File: config.mk
export PLATFORM = sky130hd
export DESIGN_NAME = pwm_gate_protect
export DESIGN_NICKNAME = d
export VERILOG_FILES = /design/src/rtl/pwm_gate_protect.sv
export SDC_FILE = /design/constraint.sdc
export NUM_CORES = 1
export LEC_CHECK = 0
export BUFFER_PORTS_ARGS = -buffer_cell sky130_fd_sc_hd__buf_2
export CAP_MARGIN = 20
export CORE_MARGIN = 4
export CORE_UTILIZATION = 45
export DETAILED_ROUTE_END_ITERATION = 8
export PLACE_DENSITY = 0.76
export SLEW_MARGIN = 10
export SYNTH_ARGS = -nofsm -noshare
export SYNTH_HDL_FRONTEND = slang
export SYNTH_SLANG_ARGS = --single-unit
File: constraint.sdc
create_clock -name Clk -period 1.7 [get_ports Clk]
set_input_delay 0.17 -clock Clk [delete_from_list [all_inputs] [get_ports Clk]]
set_output_delay 0.17 -clock Clk [all_outputs]
set_load 0.005 [all_outputs]
File: src/rtl/pwm_gate_protect.sv
// -----------------------------------------------------------------------------
// pwm_gate_protect
// Protection stage between the three-phase PWM generator and the gate-driver
// pins. Passes the six gate requests through one register stage while armed,
// arms only on a PWM period boundary, and forces every gate low on a filtered
// external fault or a same-phase shoot-through. A trip and its cause stay
// latched until software clears them with the fault gone.
//
// Optional build macro: PWM_PROTECT_DEADTIME_CHECK_EN
//   When defined, a per-phase minimum-gap check is added (parameter MIN_GAP):
//   turning one side of a phase on too soon after the other side turned off is
//   treated as shoot-through. When undefined, only simultaneous overlap counts.
// -----------------------------------------------------------------------------
module pwm_gate_protect #(
  parameter int FILTER_LEN = 4
`ifdef PWM_PROTECT_DEADTIME_CHECK_EN
  ,
  parameter int MIN_GAP = 8
`endif
) (
  input  logic       Clk,
  input  logic       Reset_n,
  input  logic [2:0] PWM_In,
  input  logic [2:0] PWM_LSS_In,
  input  logic       Period_Tick,
  input  logic       Enable,
  input  logic       Fault_n,
  input  logic       Clear,
  output logic [2:0] PWM_Out,
  output logic [2:0] PWM_LSS_Out,
  output logic       Armed,
  output logic       Tripped,
  output logic [1:0] Trip_Cause
);

  // Fault filter counter sizing; the counter saturates at FILTER_LEN.
  localparam int CNT_W = $clog2(FILTER_LEN + 1);
  localparam logic [CNT_W-1:0] CNT_ZERO = {CNT_W{1'b0}};
  localparam logic [CNT_W-1:0] CNT_ONE  = CNT_W'(1);
  localparam logic [CNT_W-1:0] CNT_MAX  = CNT_W'(FILTER_LEN);
  localparam logic [CNT_W-1:0] CNT_PRE  = CNT_W'(FILTER_LEN - 1);

  typedef enum logic [1:0] {
    ST_DISARMED = 2'd0,
    ST_RUN      = 2'd1,
    ST_TRIP     = 2'd2
  } state_t;

  state_t           state_r;
  state_t           state_nxt_s;

  logic [CNT_W-1:0] filt_cnt_r;
  logic             filt_idle_s;
  logic             fault_hit_s;
  logic             overlap_s;
  logic             st_hit_s;

  logic [2:0]       pwm_out_r;
  logic [2:0]       lss_out_r;
  logic             armed_r;
  logic             tripped_r;
  logic [1:0]       cause_r;

  logic [2:0]       pwm_nxt_s;
  logic [2:0]       lss_nxt_s;
  logic [1:0]       cause_nxt_s;

  // ---------------------------------------------------------------------------
  // External fault filter. Runs in every state so that the clear and arm
  // conditions can see whether the fault line has been quiet.
  // ---------------------------------------------------------------------------

  // Count consecutive low Fault_n samples, saturating; any high sample restarts
  always_ff @(posedge Clk) begin
    if (!Reset_n) begin
      filt_cnt_r <= CNT_ZERO;
    end else if (Fault_n) begin
      filt_cnt_r <= CNT_ZERO;
    end else if (filt_cnt_r != CNT_MAX) begin
      filt_cnt_r <= filt_cnt_r + CNT_ONE;
    end else begin
      filt_cnt_r <= filt_cnt_r;
    end
  end

  // The FILTER_LEN-th consecutive low sample (and every one after it) is a hit
  assign fault_hit_s = !Fault_n && ((filt_cnt_r == CNT_PRE) || (filt_cnt_r == CNT_MAX));
  assign filt_idle_s = (filt_cnt_r == CNT_ZERO);

  // Both switches of one phase requested on in the same cycle
  assign overlap_s = |(PWM_In & PWM_LSS_In);

`ifdef PWM_PROTECT_DEADTIME_CHECK_EN
  // ---------------------------------------------------------------------------
  // Minimum-gap check. A falling edge on either side of a phase opens a window
  // of MIN_GAP cycles; a rising edge on the side opposite to one that fell
  // inside that window is a shoot-through. Rising again on the same side is
  // legal (that is just a short low pulse, not a crossover).
  // ---------------------------------------------------------------------------
  localparam logic [7:0] GAP_LOAD = 8'(MIN_GAP);

  logic [2:0] pwm_prev_r;
  logic [2:0] lss_prev_r;
  logic [2:0] h_fell_r;
  logic [2:0] l_fell_r;
  logic [7:0] gap_cnt_r [3];

  logic [2:0] h_fall_s;
  logic [2:0] l_fall_s;
  logic [2:0] h_rise_s;
  logic [2:0] l_rise_s;
  logic [2:0] gap_viol_s;

  assign h_fall_s = pwm_prev_r & ~PWM_In;
  assign l_fall_s = lss_prev_r & ~PWM_LSS_In;
  assign h_rise_s = ~pwm_prev_r & PWM_In;
  assign l_rise_s = ~lss_prev_r & PWM_LSS_In;

  // Track previous inputs and run one gap window per phase
  always_ff @(posedge Clk) begin
    if (!Reset_n) begin
      pwm_prev_r <= 3'b000;
      lss_prev_r <= 3'b000;
      h_fell_r   <= 3'b000;
      l_fell_r   <= 3'b000;
      for (int i = 0; i < 3; i++) begin
        gap_cnt_r[i] <= 8'd0;
      end
    end else begin
      pwm_prev_r <= PWM_In;
      lss_prev_r <= PWM_LSS_In;
      for (int i = 0; i < 3; i++) begin
        if (h_fall_s[i] || l_fall_s[i]) begin
          gap_cnt_r[i] <= GAP_LOAD;
          h_fell_r[i]  <= h_fall_s[i];
          l_fell_r[i]  <= l_fall_s[i];
        end else if (gap_cnt_r[i] != 8'd0) begin
          gap_cnt_r[i] <= gap_cnt_r[i] - 8'd1;
        end else begin
          gap_cnt_r[i] <= gap_cnt_r[i];
        end
      end
    end
  end

  // Flag an opposite-side turn-on while the phase's gap window is still open
  always_comb begin
    gap_viol_s = 3'b000;
    for (int i = 0; i < 3; i++) begin
      if (gap_cnt_r[i] != 8'd0) begin
        gap_viol_s[i] = (h_fell_r[i] && l_rise_s[i]) || (l_fell_r[i] && h_rise_s[i]);
      end else begin
        gap_viol_s[i] = 1'b0;
      end
    end
  end

  assign st_hit_s = overlap_s || (|gap_viol_s);
`else
  assign st_hit_s = overlap_s;
`endif

  // ---------------------------------------------------------------------------
  // Protection state machine.
  // ---------------------------------------------------------------------------

  // Next state, next gate outputs and next trip cause; gates default to off
  always_comb begin
    state_nxt_s = state_r;
    pwm_nxt_s   = 3'b000;
    lss_nxt_s   = 3'b000;
    cause_nxt_s = cause_r;
    case (state_r)
      ST_DISARMED: begin
        if (fault_hit_s) begin
          state_nxt_s = ST_TRIP;
          cause_nxt_s = 2'b01;
        end else if (Enable && Period_Tick && filt_idle_s && !st_hit_s) begin
          // Arm on the period boundary; gates stay off on this edge so the
          // first pass-through is a whole period.
          state_nxt_s = ST_RUN;
          cause_nxt_s = 2'b00;
        end else begin
          state_nxt_s = ST_DISARMED;
          cause_nxt_s = 2'b00;
        end
      end
      ST_RUN: begin
        if (fault_hit_s || st_hit_s) begin
          // Protection wins over a simultaneous disarm request.
          state_nxt_s = ST_TRIP;
          cause_nxt_s = {st_hit_s, fault_hit_s};
        end else if (!Enable) begin
          state_nxt_s = ST_DISARMED;
        end else begin
          state_nxt_s = ST_RUN;
          pwm_nxt_s   = PWM_In;
          lss_nxt_s   = PWM_LSS_In;
        end
      end
      ST_TRIP: begin
        // The cause is frozen; only a clear with the fault line fully quiet
        // releases the trip. A clear that is too early is simply dropped.
        if (Clear && Fault_n && filt_idle_s) begin
          state_nxt_s = ST_DISARMED;
          cause_nxt_s = 2'b00;
        end else begin
          state_nxt_s = ST_TRIP;
        end
      end
      default: begin
        // Unreachable encoding: fall back to the safe, gates-off state.
        state_nxt_s = ST_DISARMED;
        cause_nxt_s = 2'b00;
      end
    endcase
  end

  // State register and registered gate/status outputs
  always_ff @(posedge Clk) begin
    if (!Reset_n) begin
      state_r   <= ST_DISARMED;
      pwm_out_r <= 3'b000;
      lss_out_r <= 3'b000;
      armed_r   <= 1'b0;
      tripped_r <= 1'b0;
      cause_r   <= 2'b00;
    end else begin
      state_r   <= state_nxt_s;
      pwm_out_r <= pwm_nxt_s;
      lss_out_r <= lss_nxt_s;
      armed_r   <= (state_nxt_s == ST_RUN);
      tripped_r <= (state_nxt_s == ST_TRIP);
      cause_r   <= cause_nxt_s;
    end
  end

  assign PWM_Out     = pwm_out_r;
  assign PWM_LSS_Out = lss_out_r;
  assign Armed       = armed_r;
  assign Tripped     = tripped_r;
  assign Trip_Cause  = cause_r;

endmodule

# Word level (Yosys, flattened, before mapping)
# Cells that the tools add are included.
[op_classes]
bitwise = 4
mux = 10
add_sub_neg = 1
eq_ne = 9
n_reduce_logical = 16
[ops]
columns = ["operator", "n"]
rows = [
  ["$pmux W2 S3", 2],
  ["$mux W2", 5],
  ["$logic_and A1 B1 Y1", 6],
  ["$eq A2 B1 Y1 const B", 2],
  ["$eq A2 B2 Y1 const B", 2],
  ["$ne A2 B2 Y1 const B", 2],
  ["$reduce_or A4 Y1", 1],
  ["$add A3 B1 Y3 const B", 1],
  ["$and A3 B3 Y3", 1],
  ["$eq A3 B2 Y1 const B", 1],
  ["$eq A3 B3 Y1 const B", 1],
  ["$logic_not A3 Y1", 1],
  ["$mux W1", 3],
  ["$ne A3 B3 Y1 const B", 1],
  ["$not A1 Y1", 3],
  ["$reduce_or A3 Y1", 1],
  ["$logic_not A1 Y1", 2],
  ["$logic_not A2 Y1", 1],
  ["$logic_or A1 B1 Y1", 2],
  ["$reduce_and A2 Y1", 1],
  ["$reduce_or A2 Y1", 1],
]
[word_totals]
input_bits = 12
word_cells = 47
reg_bits = 15

# Logic depth before layout (Yosys ltp)
# Gate-level depths: netlist of the first run.
[logic_depth]
ltp_word = 8
mapped_depth = 5
ltp_nobuf = 5

# Least setup slack after synthesis of the first run
# Ideal clock, no wire load.
[synth_path]
path_type = "register to register"
from = "reg filt_cnt_r[0]"
to = "reg armed_r (netlist: Armed)"
period_less_slack_ns = 1.400
t_arrival_ns = 1.320
stages_incl_launch_ff = 6
setup_time_ns = 0.080
required_ns = 1.620
setup_slack_ns = 0.300
path_cell_list = "dfxtp_1 -> inv_1 -> ha_1 -> mux2i_1 -> o2111a_2 -> nor3b_1"
[synth_via]
elab_chain_cells = 7
[synth_rtl]
columns = ["item", "line", "rtl"]
rows = [
  ["start, declared", "52", "logic [CNT_W-1:0] filt_cnt_r;"],
  ["start signal, assigned", "80", "filt_cnt_r <= filt_cnt_r + CNT_ONE;"],
  ["start signal, assigned", "82", "filt_cnt_r <= filt_cnt_r;"],
  ["$eq A3 B2 Y1 (tied with other cells)", "87", "assign fault_hit_s = !Fault_n && ((filt_cnt_r == CNT_PRE) || (filt_cnt_r == CNT_MAX));"],
  ["$logic_or A1 B1 Y1 or $logic_and A1 B1 Y1 (tied branches)", "87, 178", ""],
  ["$logic_and A1 B1 Y1, on equally long branches", "87, 178", ""],
  ["$logic_or A1 B1 Y1 or $mux W1 (tied branches)", "189, 178", ""],
  ["$mux W2, on equally long branches", "189, 175", ""],
  ["$pmux W2 S3 *", "173", "case (state_r)"],
  ["$eq A2 B1 Y1 *", "232", "armed_r <= (state_nxt_s == ST_RUN);"],
  ["end signal, assigned", "232", ""],
  ["end, declared", "60", "logic armed_r;"],
]
# Every way passes the cells marked *; elsewhere a longest branch is shown, timed or not.
# A chain may end at the register's enable or synchronous reset.

# Worst setup path after layout of the first run
[layout_path]
from = "reg filt_cnt_r[0]"
to = "reg tripped_r (netlist: Tripped)"
[layout_via]
elab_chain_cells = 7
[layout_rtl]
columns = ["item", "line", "rtl"]
rows = [
  ["$eq A3 B2 Y1 (tied with other cells)", "87", ""],
  ["$logic_or A1 B1 Y1 or $logic_and A1 B1 Y1 (tied branches)", "87, 178", ""],
  ["$logic_and A1 B1 Y1, on equally long branches", "87, 178", ""],
  ["$logic_or A1 B1 Y1 or $mux W1 (tied branches)", "189, 178", ""],
  ["$mux W2, on equally long branches", "189, 175", ""],
  ["$pmux W2 S3 *", "173", ""],
  ["$eq A2 B2 Y1 *", "233", "tripped_r <= (state_nxt_s == ST_TRIP);"],
  ["end signal, assigned", "233", ""],
  ["end, declared", "61", "logic tripped_r;"],
]
# Marked as above.

==> results of run 1 <==
state kept, by name (all words and copies together), names as in the netlist:
register	count
Armed	1
Tripped	1
PWM_Out	3
filt_cnt_r	3
Trip_Cause	2
state_r	2
PWM_LSS_Out	3
synthesized netlist by cell type:
master / n / area share, %
xnor2_1: 1 / 1.4
ha_1: 2 / 4.1
nand4b_1: 1 / 1.4
mux2i_1: 1 / 1.7
and2_1: 1 / 1.0
nor2b_1: 2 / 2.1
clkbuf_2: 1 / 0.83
nor3_1: 1 / 0.83
o2111ai_1: 2 / 2.9
a31oi_1: 1 / 1.0
o311ai_0: 1 / 1.4
o2111a_2: 1 / 2.1
nor2_1: 3 / 1.9
dfxtp_1: 15 / 50
nor3b_1: 2 / 2.5
nand2_1: 4 / 2.5
o32a_2: 1 / 1.9
nand4_1: 1 / 1.0
and3_2: 6 / 7.5
or3_1: 1 / 1.0
inv_1: 4 / 2.5
nand2b_1: 2 / 2.1
a222oi_1: 1 / 1.7
a21oi_1: 3 / 2.5
nand3_1: 3 / 2.5
power by group:
part           switching, uW  internal (uW)  leakage, uW
sequential              4.40            357     0.000121
combinational           28.7           26.0     0.000217
clock                    114           87.6    0.0000177
worst paths after layout:
check / endpoint / slack (ns) / cells past startpoint
worst max-delay path: Tripped / 0.23 / 6
worst min-delay path: PWM_LSS_Out[1] / 0.14 / 2
worst max register to register: Tripped / 0.23 / 6
worst min register to register: filt_cnt_r[1] / 0.50 / 2
final cells by class:
cell class              instances  area [um2]  share of cell area (%)
inverters                       4       15.01                   1.964
clock buffers                   3       22.52                   2.946
repair buffers                 23       120.1                   15.71
well taps                      14       17.52                   2.291
flip-flops and latches         15       300.3                   39.28
clock inverters                 1       5.005                  0.6547
multi-input cells              41       284.0                   37.15
stage by stage:
step | power, uW | util (%) | setup slack, ns | std cells | hold WS [ns]
finish | 617.8 | 64.45 | 0.2338 | 101 | 0.1381
global route | 650.4 | 64.45 | 0.1344 | 101 | 0.1327
CTS | 626.3 | 64.45 | 0.2341 | 101 | 0.1290
detailed placement | 424.0 | 62.13 | 0.2549 | 97 | 0.4353
global placement | 422.6 | 62.13 | 0.3127 | 97 | 0.4358
floorplan | 394.8 | - | 0.3001 | 61 | 0.3164
metal layers:
layer  track usage [%]  share of wire (%)  vias to the layer above
met4             5.422                1.8                        0
met5                 0                  0                        -
met1             17.16                 44                      230
li1                  -                  -                      279
met2             22.35                 43                       21
met3             7.724                 11                        4
worst max-delay path, cell delays in order, from the launching register on:
cell and delay [ns]:
dfxtp_1 0.34, inv_1 0.06, ha_1 0.24, mux2i_1 0.13, buf_4 0.16, o32a_2 0.32, a21oi_1 0.14
kinds of logic after synthesis:
family	synth area share, %
AOI/OAI and AO/OA	13.46
xor gates and xnor gates	1.450
adders and majority gates	4.140
buffers and inverters	3.311
DFF	49.69
muxes	1.656
and+or+nand+nor	26.29
==> results.txt, run 1 <==
dpl cell area: 737.0 um2
dpl hpwl: 997.1 um
Layout area overhead: 26.50%
skew final: 0.002462 ns
setup violators final: 0
critical path type: flip-flop to flip-flop
CTS Sinks: 15
DR vias/cell: 5.287
final hold viol count: 0
die height: 44.65 um
drt pass-1 iters: 4
remaining antenna violation count: 0
final-report max-slew violation count: 0
routability cong.: 0.7825
worst-path fanout max: 6
leakage: 0.0003564 uW
minimum clock period: 1.466 ns
PortBufs: 21
num ports: 22
width of the chip: 44.65 um
layout cells sized above 1: 40.23%
first-pass GRT wire length: 2090 um
DRC violation count after routing: 0
Die ar.: 1993 um2
setup TNS: 0 ns
core area: 1186 um2
Hold Path Class: input pin to flip-flop
CTS H-Tree Depth: 1
total wire length: 1254 um
Syn Area/Cell: 9.907 um2
antenna diode count: 0
post-synthesis sequential area ratio: 49.69%
startpoint types: flip-flop
CTS root buf: clkbuf_4
Slew @ Worst Pin: 0.4282 ns
worst setup path startpoint: filt_cnt_r[0]
number of fill cells in the layout: 97
post_cts resized: 0
vias in the first global route: 508
Post-Synthesis Cells: 61
most common cell after layout, fill and taps aside: buf_2
Worst-Skew Late Latency: 0.29 ns
Syn Nets: 75
wire per inst: 12.42 um
gr usage total: 14.62%
initial antenna violation count: 0
Worst setup EP type: flip-flop
largest net degree at the start of global routing: 10
Post-Syn Area: 604.3 um2
via count: 534
YS warnings: 0
synth unique cells: 25
clk buf depth: 2
pwr/cell area: 808.1 nW/um2
Peak VDD IR: 0.0005888 V
max-cap violations: 0
Worst R2R Start: filt_cnt_r[0]
RSZ-0062 raised after global routing: false
Clock transition at path regs: 0.09 ns
gr ovfl total: 0
fin nets: 102
Post-CTS Setup Repair Bufs: 0
Max Freq: 682.0 MHz
drt initial violations: 11
TritonCTS clock tree: built
finished layout cell area: 764.5 um2
Required @ worst endpoint: 1.92 ns
Slew headroom: 71.40%
#FFs+latches synth: 15
Post-CTS Hold Fix Bufs: 0
status: completed
commonest cells after routing, fill and taps aside: buf_2, dfxtp_1, and3_2, inv_1, nand2_1
Initial Util: 50.95%
cell row count: 12
hold path startpoint: PWM_LSS_In[1]
CTS Buf Count: 3
arrival time at the worst endpoint: 1.69 ns
Final period util: 86.25%
(Power assumes the default switching activity.)
==> run 2, diff against run 1 <==
Settings changed: RECOVER_POWER set to 100.
==> run 2 against run 1 <==
Against the previous run:
- register-to-register slack hardly changed
- routed wire length fell by 1.2%
- clock-buffer cell count unchanged
- global-route usage stayed put
- cell count is the same
- worst setup slack better by 0.0093 ns
- clock skew hardly changed
- critical path type unchanged
- largest cell class unchanged
==> results.txt, run 2 (synthesized netlist as in run 1, its figures left out) <==
status: completed (unchanged)
Slew headroom: 72.44% (was 71.40%)
final hold viol count: 0 (unchanged)
Peak VDD IR: 0.0005707 V (was 0.0005888 V)
Initial Util: 50.95% (unchanged)
num ports: 22 (unchanged)
drt pass-1 iters: 4 (unchanged)
Slew @ Worst Pin: 0.4126 ns (was 0.4282 ns)
worst-path fanout max: 8 (was 6)
commonest cells after routing, fill and taps aside: buf_2, dfxtp_1, and3_2, clkbuf_1 (was buf_2, dfxtp_1, and3_2, inv_1, nand2_1)
layout cells sized above 1: 33.33% (was 40.23%)
post_cts resized: 0 (unchanged)
die height: 44.65 um (unchanged)
antenna diode count: 0 (unchanged)
setup TNS: 0 ns (unchanged)
Reg2Reg Capture Point: state_r[0] (was Tripped)
skew final: 0.002907 ns (was 0.002462 ns)
leakage: 0.0003354 uW (was 0.0003564 uW)
Max Freq: 686.4 MHz (was 682.0 MHz)
Layout area overhead: 24.84% (was 26.50%)
Final period util: 85.70% (was 86.25%)
CTS H-Tree Depth: 1 (unchanged)
TritonCTS clock tree: built (unchanged)
most common cell after layout, fill and taps aside: buf_2 (unchanged)
hold path startpoint: PWM_LSS_In[1] (unchanged)
CTS Sinks: 15 (unchanged)
pwr/cell area: 812.5 nW/um2 (was 808.1 nW/um2)
Worst Hold Path EP: PWM_LSS_Out[1] (unchanged)
total wire length: 1239 um (was 1254 um)
max-cap violations: 0 (unchanged)
clk buf depth: 2 (unchanged)
Die ar.: 1993 um2 (unchanged)
RSZ-0062 raised after global routing: false (unchanged)
Worst R2R Start: filt_cnt_r[0] (unchanged)
Hold Path Class: input pin to flip-flop (unchanged)
Required @ worst endpoint: 1.91 ns (was 1.92 ns)
cell row count: 12 (unchanged)
dpl hpwl: 997.1 um (unchanged)
gr ovfl total: 0 (unchanged)
Worst Hold Path Cells: 2 (unchanged)
final-report max-slew violation count: 0 (unchanged)
gr usage total: 14.62% (unchanged)
startpoint types: flip-flop (unchanged)
Worst-Skew Late Latency: 0.28 ns (was 0.29 ns)
Post-CTS Hold Fix Bufs: 0 (unchanged)
remaining antenna violation count: 0 (unchanged)
post-route insts no fill: 101 (unchanged)
fin nets: 102 (unchanged)
Post-CTS Setup Repair Bufs: 0 (unchanged)
Cells after DPL: 97 (unchanged)
routability cong.: 0.7825 (unchanged)
critical path type: flip-flop to flip-flop (unchanged)
vias in the first global route: 508 (unchanged)
minimum clock period: 1.457 ns (was 1.466 ns)
core area: 1186 um2 (unchanged)
Multi-input gate area: 282.8 um2 (was 284.0 um2)
Worst setup EP type: flip-flop (unchanged)
DRC violation count after routing: 0 (unchanged)
via count: 530 (was 534)
Clock transition at path regs: 0.09 ns (about the same)
number of fill cells in the layout: 102 (was 97)
largest net degree at the start of global routing: 10 (unchanged)
reg2reg setup slack: 0.24 ns (was 0.23 ns)
drt initial violations: 10 (was 11)
CTS root buf: clkbuf_4 (unchanged)
PortBufs: 21 (unchanged)
width of the chip: 44.65 um (unchanged)
CTS Buf Count: 3 (unchanged)
initial antenna violation count: 0 (unchanged)
R2R depth: 5 (was 6)
arrival time at the worst endpoint: 1.67 ns (was 1.69 ns)
wire per inst: 12.27 um (was 12.42 um)
FF/Latch Area: 300.3 um2 (unchanged)
DR vias/cell: 5.248 (was 5.287)
first-pass GRT wire length: 2090 um (unchanged)
setup violators final: 0 (unchanged)
-- run 2: layer usage --
metal / track usage, % / part of all wire [%]
met1: 17.16 / 43
met2: 22.35 / 44
met3: 7.724 / 11
met4: 5.422 / 1.6
met5: 0 / 0
-- run 2: area by class of cell --
class | instances | share of cell area, %
Sequential cell | 15 | 39.80
Multi-Input combinational cell | 41 | 37.48
Timing Repair Buffer | 23 | 14.76
Clock buffer | 3 | 2.985
Tap cell | 14 | 2.322
Inverter | 4 | 1.990
Clock inverter | 1 | 0.6633
-- run 2: critical path, stage by stage, from the launching register on --
cell and delay [ns]:
dfxtp_1 0.38, inv_1 0.06, ha_1 0.26, mux2i_1 0.20, o2111a_1 0.31, nor3b_1 0.19
-- run 2: where the power goes --
group	leakage, uW	internal [uW]	switching [uW]	total (uW)
registers	0.000121	357	4.42	361
clock network	0.0000177	87.4	111	198
logic	0.000196	25.2	28.5	53.7
total	0.000335	470	143	613
-- run 2: worst max path at each step --
stage,slack [ns],end,start,cells past startpoint
after floorplan,0.30,Armed,filt_cnt_r[0],5
after global placement,0.31,Tripped,filt_cnt_r[0],6
after detailed placement,0.25,Tripped,filt_cnt_r[0],6
after CTS,0.23,Tripped,filt_cnt_r[0],6
after global routing,0.08,Armed,filt_cnt_r[0],5
final,0.24,state_r[0],filt_cnt_r[0],5
-- run 2: stage by stage --
step                      setup slack, ns  hold slack (ns)  cell area [um2]  util, %  power (uW)
after floorplan                    0.3001           0.3164            604.3        -       394.8
after global placement             0.3127           0.4358            737.0    62.13       422.6
after detailed placement           0.2549           0.4353            737.0    62.13       424.0
after CTS                          0.2341           0.1290            764.5    64.45       626.3
after global routing              0.07897           0.1327            754.5    63.61       649.7
final                              0.2431           0.1413            754.5    63.61       613.0
==> run 3, diff against run 2 <==
Settings changed: CELL_PAD_IN_SITES_DETAIL_PLACEMENT set to 0, CELL_PAD_IN_SITES_GLOBAL_PLACEMENT set to 1, CORE_UTILIZATION 45 to 34, PLACE_DENSITY 0.76 to 0.77.
==> run 3 against run 2 <==
Against the previous run:
- critical path depth is 1 higher
- register-to-register slack worse by 0.03 ns
- routed wire length is 13% higher
- cell count is 9.9% higher
- sequential share of layout area is 0.71 points lower
- design area is 1.8% higher
- worst setup slack worse by 0.028 ns
- via count is 8.5% higher
- flip-flop and latch count stayed put
- core utilization is 15 points lower
- fmax is 1.9% lower
- combinational power is 2% higher
==> results.txt, run 3 (synthesized netlist as in run 1, its figures left out) <==
status: completed (unchanged)
largest net degree at the start of global routing: 10 (unchanged)
routability cong.: 0.8188 (was 0.7825)
drt pass-1 iters: 4 (unchanged)
vias in the first global route: 497 (was 508)
max-cap violations: 0 (unchanged)
Peak VDD IR: 0.0003892 V (was 0.0005707 V)
gr ovfl total: 0 (unchanged)
critical path type: flip-flop to flip-flop (unchanged)
most common cell after layout, fill and taps aside: buf_2 (unchanged)
dpl hpwl: 981.2 um (was 997.1 um)
RSZ-0062 raised after global routing: false (unchanged)
core area: 1594 um2 (was 1186 um2)
remaining antenna violation count: 0 (unchanged)
Worst path max stage delay: 0.35 ns (was 0.38 ns)
Post-CTS Hold Fix Bufs: 0 (unchanged)
Cells after DPL: 107 (was 97)
Post-CTS Setup Repair Bufs: 0 (unchanged)
final-report max-slew violation count: 0 (unchanged)
antenna diode count: 0 (unchanged)
startpoint types: flip-flop (unchanged)
crit path max-delay cell type: dfxtp_1 (unchanged)
clk buf depth: 2 (unchanged)
number of fill cells in the layout: 156 (was 102)
post_cts resized: 0 (unchanged)
Layout area overhead: 27.12% (was 24.84%)
Worst setup EP type: flip-flop (unchanged)
initial antenna violation count: 0 (unchanged)
width of the chip: 50.16 um (was 44.65 um)
commonest cells after routing, fill and taps aside: buf_2, dfxtp_1, and3_2, clkbuf_1 (unchanged)
arrival time at the worst endpoint: 1.71 ns (was 1.67 ns)
drt initial violations: 12 (was 10)
DR vias/cell: 5.180 (was 5.248)
Placement Setup Slack: 0.2403 ns (was 0.2549 ns)
CTS H-Tree Depth: 1 (unchanged)
setup violators final: 0 (unchanged)
Slew headroom: 70.82% (was 72.44%)
worst-path fanout max: 6 (was 8)
worst path cell trace: inv_1 > ha_1 > mux2i_1 > clkbuf_1 > o32a_2 > a21oi_1 (was inv_1 > ha_1 > mux2i_1 > o2111a_1 > nor3b_1)
Worst-Skew Late Latency: 0.28 ns (about the same)
DRC violation count after routing: 0 (unchanged)
gr usage total: 11.41% (was 14.62%)
minimum clock period: 1.485 ns (was 1.457 ns)
CTS Sinks: 15 (unchanged)
leakage: 0.0003359 uW (was 0.0003354 uW)
wire per inst: 12.62 um (was 12.27 um)
setup TNS: 0 ns (unchanged)
setup ws final: 0.2147 ns (was 0.2431 ns)
skew final: 0.004915 ns (was 0.002907 ns)
Max Freq: 673.3 MHz (was 686.4 MHz)
num ports: 22 (unchanged)
CTS Buf Count: 3 (unchanged)
first-pass GRT wire length: 2132 um (was 2090 um)
post-route insts no fill: 111 (was 101)
Die ar.: 2516 um2 (was 1993 um2)
PortBufs: 21 (unchanged)
total wire length: 1401 um (was 1239 um)
final hold viol count: 0 (unchanged)
Hold Path Class: input pin to flip-flop (unchanged)
pwr/cell area: 810.2 nW/um2 (was 812.5 nW/um2)
final hold slack: 0.1395 ns (was 0.1413 ns)
Slew @ Worst Pin: 0.4368 ns (was 0.4126 ns)
Initial Util: 37.91% (was 50.95%)
layout cells sized above 1: 34.48% (was 33.33%)
fin nets: 102 (unchanged)
CTS root buf: clkbuf_4 (unchanged)
die height: 50.16 um (was 44.65 um)
TritonCTS clock tree: built (unchanged)
Final Core Density: 48.19% (was 63.61%)
via count: 575 (was 530)
Required @ worst endpoint: 1.92 ns (was 1.91 ns)
Clock transition at path regs: 0.09 ns (about the same)
Final period util: 87.37% (was 85.70%)
cell row count: 14 (was 12)
run 3: changes by cell type in the layout (fill, tap and decap cells not counted):
cell and change:
o2111a_2 +1, o2111a_1 -1
run 3: final cells by class:
class	instances	area [um2]	share of cell area, %
clock inverter	1	5.005	0.6515
timing repair buffer	23	111.4	14.50
multi-input combinational	41	284.0	36.97
sequential	15	300.3	39.09
inverter	4	15.01	1.954
tap	24	30.03	3.909
clock buffer	3	22.52	2.932
run 3: path summary, 6_finish.rpt:
kind                                     from        endpoint  slack [ns]  depth (start not counted)
worst max-delay path            filt_cnt_r[0]         Tripped        0.21                          6
worst min-delay path            PWM_LSS_In[0]  PWM_LSS_Out[0]        0.14                          2
worst max register to register  filt_cnt_r[0]         Tripped        0.21                          6
worst min register to register  filt_cnt_r[1]   filt_cnt_r[1]        0.52                          2
run 3: power by group:
group          internal [uW]  switching (uW)  total, uW
combinational           25.7            29.1       54.8
sequential               357            5.38        362
clock                   87.3             118        205
run 3: critical path: cells and delay by family (launching register included):
kind / cells / cell delay (ns)
DFF: 1 / 0.35
adders and majority gates: 1 / 0.25
buffers and inverters: 2 / 0.22
muxes: 1 / 0.13
AOI/OAI and AO/OA: 2 / 0.47
run 3: layer usage:
layer,vias up,wire length (um),track usage (%)
met5,-,0,0
met4,0,30,7.373
met3,8,89,2.959
met2,26,686,18.91
met1,266,594,12.93
li1,275,-,-
run 3: through the flow:
step / total power [uW] / cell area, um2
2_1_floorplan: 394.8 / 604.3
3_3_place_gp: 423.5 / 749.5
3_5_place_dp: 424.0 / 749.5
4_1_cts: 623.0 / 777.0
5_1_grt: 650.0 / 768.2
6_report: 622.4 / 768.2
